## config.mk

```make
export PLATFORM = sky130hd
export DESIGN_NAME = mc_ctrl_fsm_flat
export DESIGN_NICKNAME = d
export VERILOG_FILES = /design/src/rtl/mc_ctrl_fsm_if.sv /design/src/rtl/mc_ctrl_fsm.sv /design/src/flat_wrapper.sv
export SDC_FILE = /design/constraint.sdc
export NUM_CORES = 1
export LEC_CHECK = 0
export ABC_AREA = 1
export CORE_ASPECT_RATIO = 1.25
export CORE_UTILIZATION = 40
export DETAILED_ROUTE_END_ITERATION = 10
export MAX_ROUTING_LAYER = met4
export PLACE_DENSITY = 0.83
export SLEW_MARGIN = 20
export SYNTH_ARGS = -nofsm -noshare
export SYNTH_HDL_FRONTEND = slang
export SYNTH_SLANG_ARGS = --single-unit
```

## constraint.sdc

```tcl
create_clock -name clk -period 1.5 [get_ports clk]
set_input_delay 0.3 -clock clk [delete_from_list [all_inputs] [get_ports clk]]
set_output_delay 0.3 -clock clk [all_outputs]
set_load 0.02 [all_outputs]
```

## src/rtl/mc_ctrl_fsm_if.sv

```systemverilog
// ---------------------------------------------------------------------------
// mc_ctrl_fsm_if
// Instruction- and data-memory handshake bundle between the multicycle
// control unit and the memories.
//   imem_req  : fetch request          (controller -> imem)
//   imem_ack  : instruction valid      (imem -> controller)
//   instr     : 16-bit instruction     (imem -> controller)
//   dmem_req  : data access request    (controller -> dmem)
//   dmem_we   : data access is a store (controller -> dmem)
//   dmem_ack  : data access done       (dmem -> controller)
// master = controller side, slave = memory side.
// ---------------------------------------------------------------------------
interface mc_ctrl_fsm_if;
    logic        imem_req;
    logic        imem_ack;
    logic [15:0] instr;
    logic        dmem_req;
    logic        dmem_we;
    logic        dmem_ack;

    modport master (
        output imem_req, dmem_req, dmem_we,
        input  imem_ack, instr, dmem_ack
    );

    modport slave (
        input  imem_req, dmem_req, dmem_we,
        output imem_ack, instr, dmem_ack
    );
endinterface

```

## src/rtl/mc_ctrl_fsm.sv

```systemverilog
// ---------------------------------------------------------------------------
// mc_ctrl_fsm
// Multicycle control unit for the 8-bit CPU. Fetches a 16-bit instruction,
// then steps it through DECODE/EXECUTE/MEMORY/WRITEBACK while driving the
// register file, ALU op, data-memory request and PC update.
//
// Ports:
//   clk, rst        : clock (rising edge), synchronous active-high reset
//   bus             : imem/dmem handshake (mc_ctrl_fsm_if.master)
//   zero            : R[rf_read_addr1] == 0, from datapath
//   rf_writ_en      : register file write enable
//   rf_mem_en       : register file read enable
//   rf_read_addr1/2 : operand A/B addresses
//   rf_writ_addr    : destination address
//   wb_sel          : writeback mux (0 ALU, 1 immediate, 2 memory)
//   imm             : IR[7:0]
//   alu_op          : ADD 0, SUB 1, AND 2, OR 3, XOR 4
//   pc_inc, pc_load : PC <= PC+1 / PC <= imm pulses
//   halted          : core stopped
//   bus_err         : sticky memory-timeout flag
//   illegal_op      : sticky illegal-opcode flag (ILLEGAL_TRAP_EN only)
//
// Build option: define ILLEGAL_TRAP_EN to trap opcodes A..E into HALT and
// expose illegal_op; otherwise those opcodes behave as NOP.
// ---------------------------------------------------------------------------
module mc_ctrl_fsm #(
    parameter int MEM_TIMEOUT = 15   // 1..255
) (
    input  logic              clk,
    input  logic              rst,
    mc_ctrl_fsm_if.master     bus,
    input  logic              zero,
    output logic              rf_writ_en,
    output logic              rf_mem_en,
    output logic [3:0]        rf_read_addr1,
    output logic [3:0]        rf_read_addr2,
    output logic [3:0]        rf_writ_addr,
    output logic [1:0]        wb_sel,
    output logic [7:0]        imm,
    output logic [2:0]        alu_op,
    output logic              pc_inc,
    output logic              pc_load,
    output logic              halted,
    output logic              bus_err
`ifdef ILLEGAL_TRAP_EN
    ,
    output logic              illegal_op
`endif
);

    typedef enum logic [2:0] {
        S_FETCH, S_DECODE, S_EXECUTE, S_MEMORY, S_WRITEBACK, S_HALT
    } state_e;

    state_e      state_q, state_d;
    logic [15:0] ir_q, ir_d;
    logic [7:0]  wait_q, wait_d;
    logic        bus_err_q, bus_err_d;
`ifdef ILLEGAL_TRAP_EN
    logic        ill_q, ill_d;
`endif

    // instruction fields
    logic [3:0] op, rd, rs1, rs2;
    assign op  = ir_q[15:12];
    assign rd  = ir_q[11:8];
    assign rs1 = ir_q[7:4];
    assign rs2 = ir_q[3:0];

    logic is_nop, is_alu, is_ldi, is_ld, is_st, is_beqz, is_hlt, is_ill;
    assign is_nop  = (op == 4'h0);
    assign is_alu  = (op >= 4'h1) && (op <= 4'h5);
    assign is_ldi  = (op == 4'h6);
    assign is_ld   = (op == 4'h7);
    assign is_st   = (op == 4'h8);
    assign is_beqz = (op == 4'h9);
    assign is_hlt  = (op == 4'hF);
    assign is_ill  = (op >= 4'hA) && (op <= 4'hE);

    // illegal opcodes fall through as NOP unless trapping is built in
    logic ill_as_nop;
`ifdef ILLEGAL_TRAP_EN
    assign ill_as_nop = 1'b0;
`else
    assign ill_as_nop = is_ill;
`endif

    // last waiting cycle: an ack here still wins, otherwise we time out
    logic wait_hit;
    assign wait_hit = (wait_q == 8'(MEM_TIMEOUT - 1));

    // ---- state register ----
    always_ff @(posedge clk) begin
        if (rst) begin
            state_q   <= S_FETCH;
            ir_q      <= '0;
            wait_q    <= '0;
            bus_err_q <= 1'b0;
`ifdef ILLEGAL_TRAP_EN
            ill_q     <= 1'b0;
`endif
        end else begin
            state_q   <= state_d;
            ir_q      <= ir_d;
            wait_q    <= wait_d;
            bus_err_q <= bus_err_d;
`ifdef ILLEGAL_TRAP_EN
            ill_q     <= ill_d;
`endif
        end
    end

    // ---- next-state logic ----
    // wait counter is zero everywhere except while waiting in FETCH/MEMORY,
    // so it is already clear on entry to either state.
    always_comb begin
        state_d   = state_q;
        ir_d      = ir_q;
        wait_d    = '0;
        bus_err_d = bus_err_q;
`ifdef ILLEGAL_TRAP_EN
        ill_d     = ill_q;
`endif
        case (state_q)
            S_FETCH: begin
                if (bus.imem_ack) begin
                    ir_d    = bus.instr;
                    state_d = S_DECODE;
                end else if (wait_hit) begin
                    state_d   = S_HALT;
                    bus_err_d = 1'b1;
                end else begin
                    wait_d = wait_q + 8'd1;
                end
            end
            S_DECODE: state_d = S_EXECUTE;
            S_EXECUTE: begin
                if (is_alu || is_ldi)     state_d = S_WRITEBACK;
                else if (is_ld || is_st)  state_d = S_MEMORY;
                else if (is_hlt)          state_d = S_HALT;
`ifdef ILLEGAL_TRAP_EN
                else if (is_ill) begin
                    state_d = S_HALT;
                    ill_d   = 1'b1;
                end
`endif
                else                      state_d = S_FETCH;
            end
            S_MEMORY: begin
                if (bus.dmem_ack) begin
                    state_d = is_ld ? S_WRITEBACK : S_FETCH;
                end else if (wait_hit) begin
                    state_d   = S_HALT;
                    bus_err_d = 1'b1;
                end else begin
                    wait_d = wait_q + 8'd1;
                end
            end
            S_WRITEBACK: state_d = S_FETCH;
            S_HALT:      state_d = S_HALT;
            default:     state_d = S_FETCH;
        endcase
    end

    // ---- output logic ----
    // Everything is forced low while rst is held, independent of state.
    always_comb begin
        bus.imem_req  = 1'b0;
        bus.dmem_req  = 1'b0;
        bus.dmem_we   = 1'b0;
        rf_writ_en    = 1'b0;
        rf_mem_en     = 1'b0;
        rf_read_addr1 = '0;
        rf_read_addr2 = '0;
        rf_writ_addr  = '0;
        wb_sel        = 2'd0;
        imm           = '0;
        alu_op        = '0;
        pc_inc        = 1'b0;
        pc_load       = 1'b0;
        halted        = 1'b0;
        bus_err       = 1'b0;
        if (!rst) begin
            imm     = ir_q[7:0];
            wb_sel  = is_ldi ? 2'd1 : (is_ld ? 2'd2 : 2'd0);
            bus_err = bus_err_q;
            if (state_q == S_DECODE || state_q == S_EXECUTE || state_q == S_MEMORY) begin
                rf_mem_en     = 1'b1;
                // BEQZ tests R[rd], so rd goes out on port A
                rf_read_addr1 = is_beqz ? rd : rs1;
                rf_read_addr2 = rs2;
            end
            if (is_alu && (state_q == S_DECODE || state_q == S_EXECUTE ||
                           state_q == S_WRITEBACK))
                alu_op = 3'(op - 4'd1);
            case (state_q)
                S_FETCH: bus.imem_req = 1'b1;
                S_EXECUTE: begin
                    if (is_beqz) begin
                        pc_load = zero;
                        pc_inc  = !zero;
                    end else if (is_nop || ill_as_nop) begin
                        pc_inc = 1'b1;
                    end
                end
                S_MEMORY: begin
                    bus.dmem_req = 1'b1;
                    bus.dmem_we  = is_st;
                    // store retires on its ack cycle
                    pc_inc       = is_st && bus.dmem_ack;
                end
                S_WRITEBACK: begin
                    rf_writ_en   = 1'b1;
                    rf_writ_addr = rd;
                    pc_inc       = 1'b1;
                end
                S_HALT: halted = 1'b1;
                default: ;
            endcase
        end
    end

`ifdef ILLEGAL_TRAP_EN
    assign illegal_op = !rst && ill_q;
`endif

endmodule

```

## src/flat_wrapper.sv

```systemverilog
// flat-port wrapper written by rule: the top's interface ports become plain ports
module mc_ctrl_fsm_flat 
#(
    parameter int MEM_TIMEOUT = 15            
)
  (clk, rst, zero, rf_writ_en, rf_mem_en, rf_read_addr1, rf_read_addr2, rf_writ_addr, wb_sel, imm, alu_op, pc_inc, pc_load, halted, bus_err, bus_imem_req, bus_dmem_req, bus_dmem_we, bus_imem_ack, bus_instr, bus_dmem_ack);
  mc_ctrl_fsm_if bus_i ();
  input  logic clk;
  input  logic rst;
  input  logic zero;
  output logic rf_writ_en;
  output logic rf_mem_en;
  output logic [3:0] rf_read_addr1;
  output logic [3:0] rf_read_addr2;
  output logic [3:0] rf_writ_addr;
  output logic [1:0] wb_sel;
  output logic [7:0] imm;
  output logic [2:0] alu_op;
  output logic pc_inc;
  output logic pc_load;
  output logic halted;
  output logic bus_err;
  output wire logic [$bits(bus_i.imem_req)-1:0] bus_imem_req;
  output wire logic [$bits(bus_i.dmem_req)-1:0] bus_dmem_req;
  output wire logic [$bits(bus_i.dmem_we)-1:0] bus_dmem_we;
  input wire logic [$bits(bus_i.imem_ack)-1:0] bus_imem_ack;
  input wire logic [$bits(bus_i.instr)-1:0] bus_instr;
  input wire logic [$bits(bus_i.dmem_ack)-1:0] bus_dmem_ack;
  assign bus_imem_req = bus_i.imem_req;
  assign bus_dmem_req = bus_i.dmem_req;
  assign bus_dmem_we = bus_i.dmem_we;
  assign bus_i.imem_ack = bus_imem_ack;
  assign bus_i.instr = bus_instr;
  assign bus_i.dmem_ack = bus_dmem_ack;
  mc_ctrl_fsm #(.MEM_TIMEOUT(MEM_TIMEOUT)) u_core (.clk(clk), .rst(rst), .bus(bus_i), .zero(zero), .rf_writ_en(rf_writ_en), .rf_mem_en(rf_mem_en), .rf_read_addr1(rf_read_addr1), .rf_read_addr2(rf_read_addr2), .rf_writ_addr(rf_writ_addr), .wb_sel(wb_sel), .imm(imm), .alu_op(alu_op), .pc_inc(pc_inc), .pc_load(pc_load), .halted(halted), .bus_err(bus_err));
endmodule
```

==> Yosys cells after proc, flatten, opt, wreduce, memory -nomap -nowiden <==
Cells that the tools add are included.
{ "totals": {"reg_bits": 28, "input_bits": 21, "out_inout_bits": 34, "word_cells": 88} }
{ "classes": {"addsub": 2, "order_cmp": 4, "eq_ne": 13, "n_mux": 49, "reduce_logical": 16} }
{ "ops": {"columns": ["op", "n"], "rows": [
  ["$mux 8", 4],
  ["$mux 4", 7],
  ["$mux 3", 9],
  ["$mux 1", 22],
  ["$pmux 8 s2", 1],
  ["$pmux 3 s5", 1],
  ["$eq 4x4->1 const B", 3],
  ["$add 8x1->8 const B", 1],
  ["$eq 4x3->1 const B", 2],
  ["$eq 8x4->1 const B", 1],
  ["$eq 3x2->1 const B", 2],
  ["$eq 3x3->1 const B", 2],
  ["$logic_or 1x1->1", 6],
  ["$mux 2", 3],
  ["$ge 4x1->1 const B", 1],
  ["$ge 4x4->1 const B", 1],
  ["$le 4x3->1 const B", 1],
  ["$le 4x4->1 const B", 1],
  ["$logic_and 1x1->1", 4],
  ["$logic_not 4->1", 1],
  ["$ne 2x2->1 const B", 2],
  ["$eq 3x1->1 const B", 1],
  ["$logic_not 3->1", 1],
  ["$pmux 1 s3", 1],
  ["other kinds (6)", 6]
]} }

==> Depth between registers and ports, before layout <==
{ "logic_depth": {"ltp_word": 7, "ltp_mapped": 11, "mapped_depth_nobuf": 11} }

==> Least setup slack after synthesis <==
Ideal clock, no wire load.
{ "synth_path": {"path_type": "register -> output", "startpoint": "register u_core.state_q[1]", "endpoint": "output rf_writ_addr[0]", "arrival_ns": 1.426, "t_required_ns": 1.200, "slack_ns": -0.226, "path_stages_with_launch": 6, "path_buffers": 0, "cell_sequence": "dfxtp_1 > nor2_2 > nand2_1 > nor2_1 > inv_1 > nor2_1"} }
{ "synth_between": {"elab_chain_len": 3} }
{ "synth_lines": {"columns": ["element", "line_no", "source"], "rows": [
  ["start, declared", "mc_ctrl_fsm.sv:55", "state_e state_q, state_d;"],
  ["start signal, assigned", "mc_ctrl_fsm.sv:103", "state_q <= state_d;"],
  ["$eq 3x3->1", "mc_ctrl_fsm.sv:196", "case (state_q)"],
  ["$mux 4", "mc_ctrl_fsm.sv:196", null],
  ["$mux 4", "mc_ctrl_fsm.sv:183", "if (!rst) begin"],
  ["end, declared", "flat_wrapper.sv:15", "output logic [3:0] rf_writ_addr;"]
]} }
Every way passes these cells.

==> Final worst setup path <==
{ "layout_path": {"startpoint": "register u_core.ir_q[12]", "endpoint": "output alu_op[2]"} }
{ "layout_between": {"elab_chain_len": 5, "word_cells_on_any_way": 7, "cone_classes": "1 x add/sub; 2 x order compare; 2 x mux; 2 x reduce/logical"} }
{ "layout_lines": {"columns": ["element", "line_no", "source"], "rows": [
  ["start, declared", "mc_ctrl_fsm.sv:56", "logic [15:0] ir_q, ir_d;"],
  ["start signal, assigned", "mc_ctrl_fsm.sv:104", "ir_q <= ir_d;"],
  ["$ge 4x1->1 or $le 4x3->1 (tied branches)", "mc_ctrl_fsm.sv:72", "assign is_alu = (op >= 4'h1) && (op <= 4'h5);"],
  ["$logic_and 1x1->1", "mc_ctrl_fsm.sv:72", null],
  ["$logic_and 1x1->1", "mc_ctrl_fsm.sv:193", "if (is_alu && (state_q == S_DECODE || state_q == S_EXECUTE ||"],
  ["$mux 3 (*)", "mc_ctrl_fsm.sv:193", null],
  ["$mux 3 (*)", "mc_ctrl_fsm.sv:183", null],
  ["end, declared", "flat_wrapper.sv:18", "output logic [2:0] alu_op;"]
]} }
Every way passes the cells marked *; elsewhere a longest branch is shown, timed or not.

==> metrics.cfg <==
[outcome]
status=finished with violations
violations=negative setup slack

[setup_path]
path_cells=inv_4 > ha_4 > inv_2 > nand2_2 > nand3_2 > nand2_2 > a31oi_4 > nand2_4 > nor2_4 > buf_6
crit_slowest_cell=dfxtp_4
critical-path-top-delay-family=simple AND/OR/NAND/NOR gates
critPathBufInv=3
crit_fanout=3
path_class=flop to output pin
critical_path_arrival_ps=1620
start_kind=flop
cpPeakStageDelay_ps=380
path_common_cell=nand2_2
end_kind=output pin
crit_required_ps=1200

[floorplan]
die_y_microns=72.4
start_util_pct=42.0
die_x_microns=58.4
row_count=25
core_sq_um=3780
die-area_sq_um=4230
ios=55

[synth]
syn_area_sq_um=1590
synthTopCellsByCount=nor2_1, inv_1, dfxtp_1
synth_top_cell_by_area=dfxtp_1
seq_area_frac_synth_pct=35.3
syn_inst=235
ys_async_sr_fraction_pct=0
ys_ff_latch=28
synth_nets=263
synth_cell_types=24
yosysTopAreaCellShare_pct=35.3
synth_edf_count=0
syn_area_per_cell_sq_um=6.76
synth.most_common_cell=nor2_1
yosysWarnings=0
synth_flop_cell=dfxtp_1
synth_area_leaders=dfxtp_1, nor2_1, inv_1

[cells_and_area]
layout-drive-gt1-share_pct=50.0
design_area_sq_um=3140
register_area_sq_um=576
multiInputGateArea_sq_um=1260
final_cells=394
fin_nets=369
diodes=0
fillers=220
syn2layout_area_growth_pct=97.7

[drt]
antenna_left=0
drt_iter0_markers=129
vias=2044
dr.pass1.iters=5
via_per_inst=5.19
wl_per_cell_microns=15.8
drt-total-wl_microns=6220
drc=0

[clock_network]
cts_hold_buf=0
clk_pin_slew_ps=110
numCtsBuffers=3
tritoncts=yes
clock_sinks=28
clock_latency_ps=280
htreeDepth=1
clockRootBuffer=clkbuf_8
clockBufferDepth=2

[timing]
setup_viol=28
rsz0062_at_grt=yes
tns_ps=-6350
fin_ws_ps=-417
slew_viol_final=0
fin_skew_ps=4.97
fmax_mhz=522
hold_violations=0
min_period_over_period_pct=128
worst_slew_pin_slew_ps=290
slew_headroom_pct=80.6
finalCriticalPeriod_ps=1920

[place]
post-place-ws_ps=-680
place.gp.congestion=0.886
dpl_cell_area_sq_um=2620
place_hpwl_microns=3410
dp_cells=379
io_buffers=54

[global_route]
grt_max_degree=33
grt_use_total_pct=26.8
antenna_found_initial=0
grt_pass1_wl_microns=8530
grt_pass1_vias=1948
grt-ovfl-total=0

[power_and_ir_drop]
total_power_mw=3.54
leakagePower_nw=1.30
powerDensity_nw_per_um2=1130
ir_worst_vdd_mv=0.652

[run]
drv_cap=0

[worst_hold_path]
hp-class=flop to flop

-- logic make-up after synthesis --
logic type                 count (synthesis)  share of synthesized area (%)
AOI/OAI and AO/OA                         48                           16.5
DFF                                       28                           35.3
adders and majority gates                  7                           5.52
and+or+nand+nor                          105                           29.2
buffers and inverters                     41                           10.2
xor gates and xnor gates                   6                           3.31
-- final timing paths --
path | depth (start not counted) | slack [ps] | start | endpoint
setup / recovery | 10 | -420 | u_core.ir_q[12]$_SDFFE_PP0P_ | alu_op[2]
hold / removal | 2 | 510 | u_core.ir_q[7]$_SDFFE_PP0P_ | u_core.ir_q[7]$_SDFFE_PP0P_
setup reg to reg | 8 | -70 | u_core.state_q[0]$_SDFF_PP0_ | u_core.ir_q[2]$_SDFFE_PP0P_
hold reg to reg | 2 | 510 | u_core.ir_q[7]$_SDFFE_PP0P_ | u_core.ir_q[7]$_SDFFE_PP0P_
-- where the power goes --
group | total, mW | switching (mW) | leakage (nW) | internal (mW)
Combinational | 2.01 | 1.07 | 1.03 | 0.936
Clock | 0.545 | 0.254 | 0.0339 | 0.291
Sequential | 0.988 | 0.116 | 0.233 | 0.872
-- layout by cell type, fill, tap and decap left out, types with 2 or more instances in the layout --
cell type / instances
nand2_4: 2
a21oi_1: 16
a21oi_2: 5
dfxtp_1: 22
inv_2: 4
nand3_1: 7
nor2_1: 27
dfxtp_2: 3
nor3_2: 2
xor2_1: 4
buf_2: 5
clkbuf_8: 3
o21ai_1: 3
nand3_4: 6
o21ai_2: 3
ha_4: 4
ha_1: 2
dfxtp_4: 3
nand3_2: 5
nor3_1: 2
clkdlybuf4s50_1: 19
inv_4: 5
buf_4: 38
inv_1: 26
nand4_1: 4
o21ai_4: 2
nor2_4: 16
o21ai_0: 14
nor2_2: 6
nand2_1: 18
xnor2_1: 2
nand2_2: 8
buf_6: 40
buf_12: 3
-- timing repair --
action / 4_1_cts / 5_1_grt
pin swaps: 15 / 20
endpoints found under the setup margin: 42 / 51
buffers inserted: 13 / 7
gates resized for setup: 224 / 66
-- cell type report --
class / count / share of cell area (%)
clock buffer: 4 / 2.11
inverter: 35 / 4.58
multi-input combinational: 166 / 40.2
sequential: 28 / 18.3
tap: 54 / 2.15
timing repair buffer: 107 / 32.6
-- through the flow --
step / util [%] / hold slack [ps]
CTS: 76.9 / 489
floorplan: - / 437
detailed placement: 69.1 / 466
global placement: 69.1 / 448
global route: 82.9 / 530
finish: 82.9 / 513
-- flip-flops by register name, indices dropped and copies added (netlist names) --
register / cells
u_core.state_q: 3
u_core.bus_err_q: 1
u_core.wait_q: 8
u_core.ir_q: 16
-- layer usage --
layer / global-route usage, % / vias to the layer above / routed length, microns
li1: - / 965 / -
met1: 28.0 / 989 / 2330
met2: 51.2 / 68 / 3440
met3: 3.03 / 22 / 202
met4: 8.47 / 0 / 250
met5: - / - / 0
-- worst register-to-register path, stage by stage, from the launching register on --
cell     delay (ps)
dfxtp_4         390
nor2_4          140
buf_6           110
buf_6           100
buf_4           110
nand3_2         110
buf_12          190
o21ai_0         220
a21oi_1          80
Note: power is estimated with default switching activity, not from simulation.
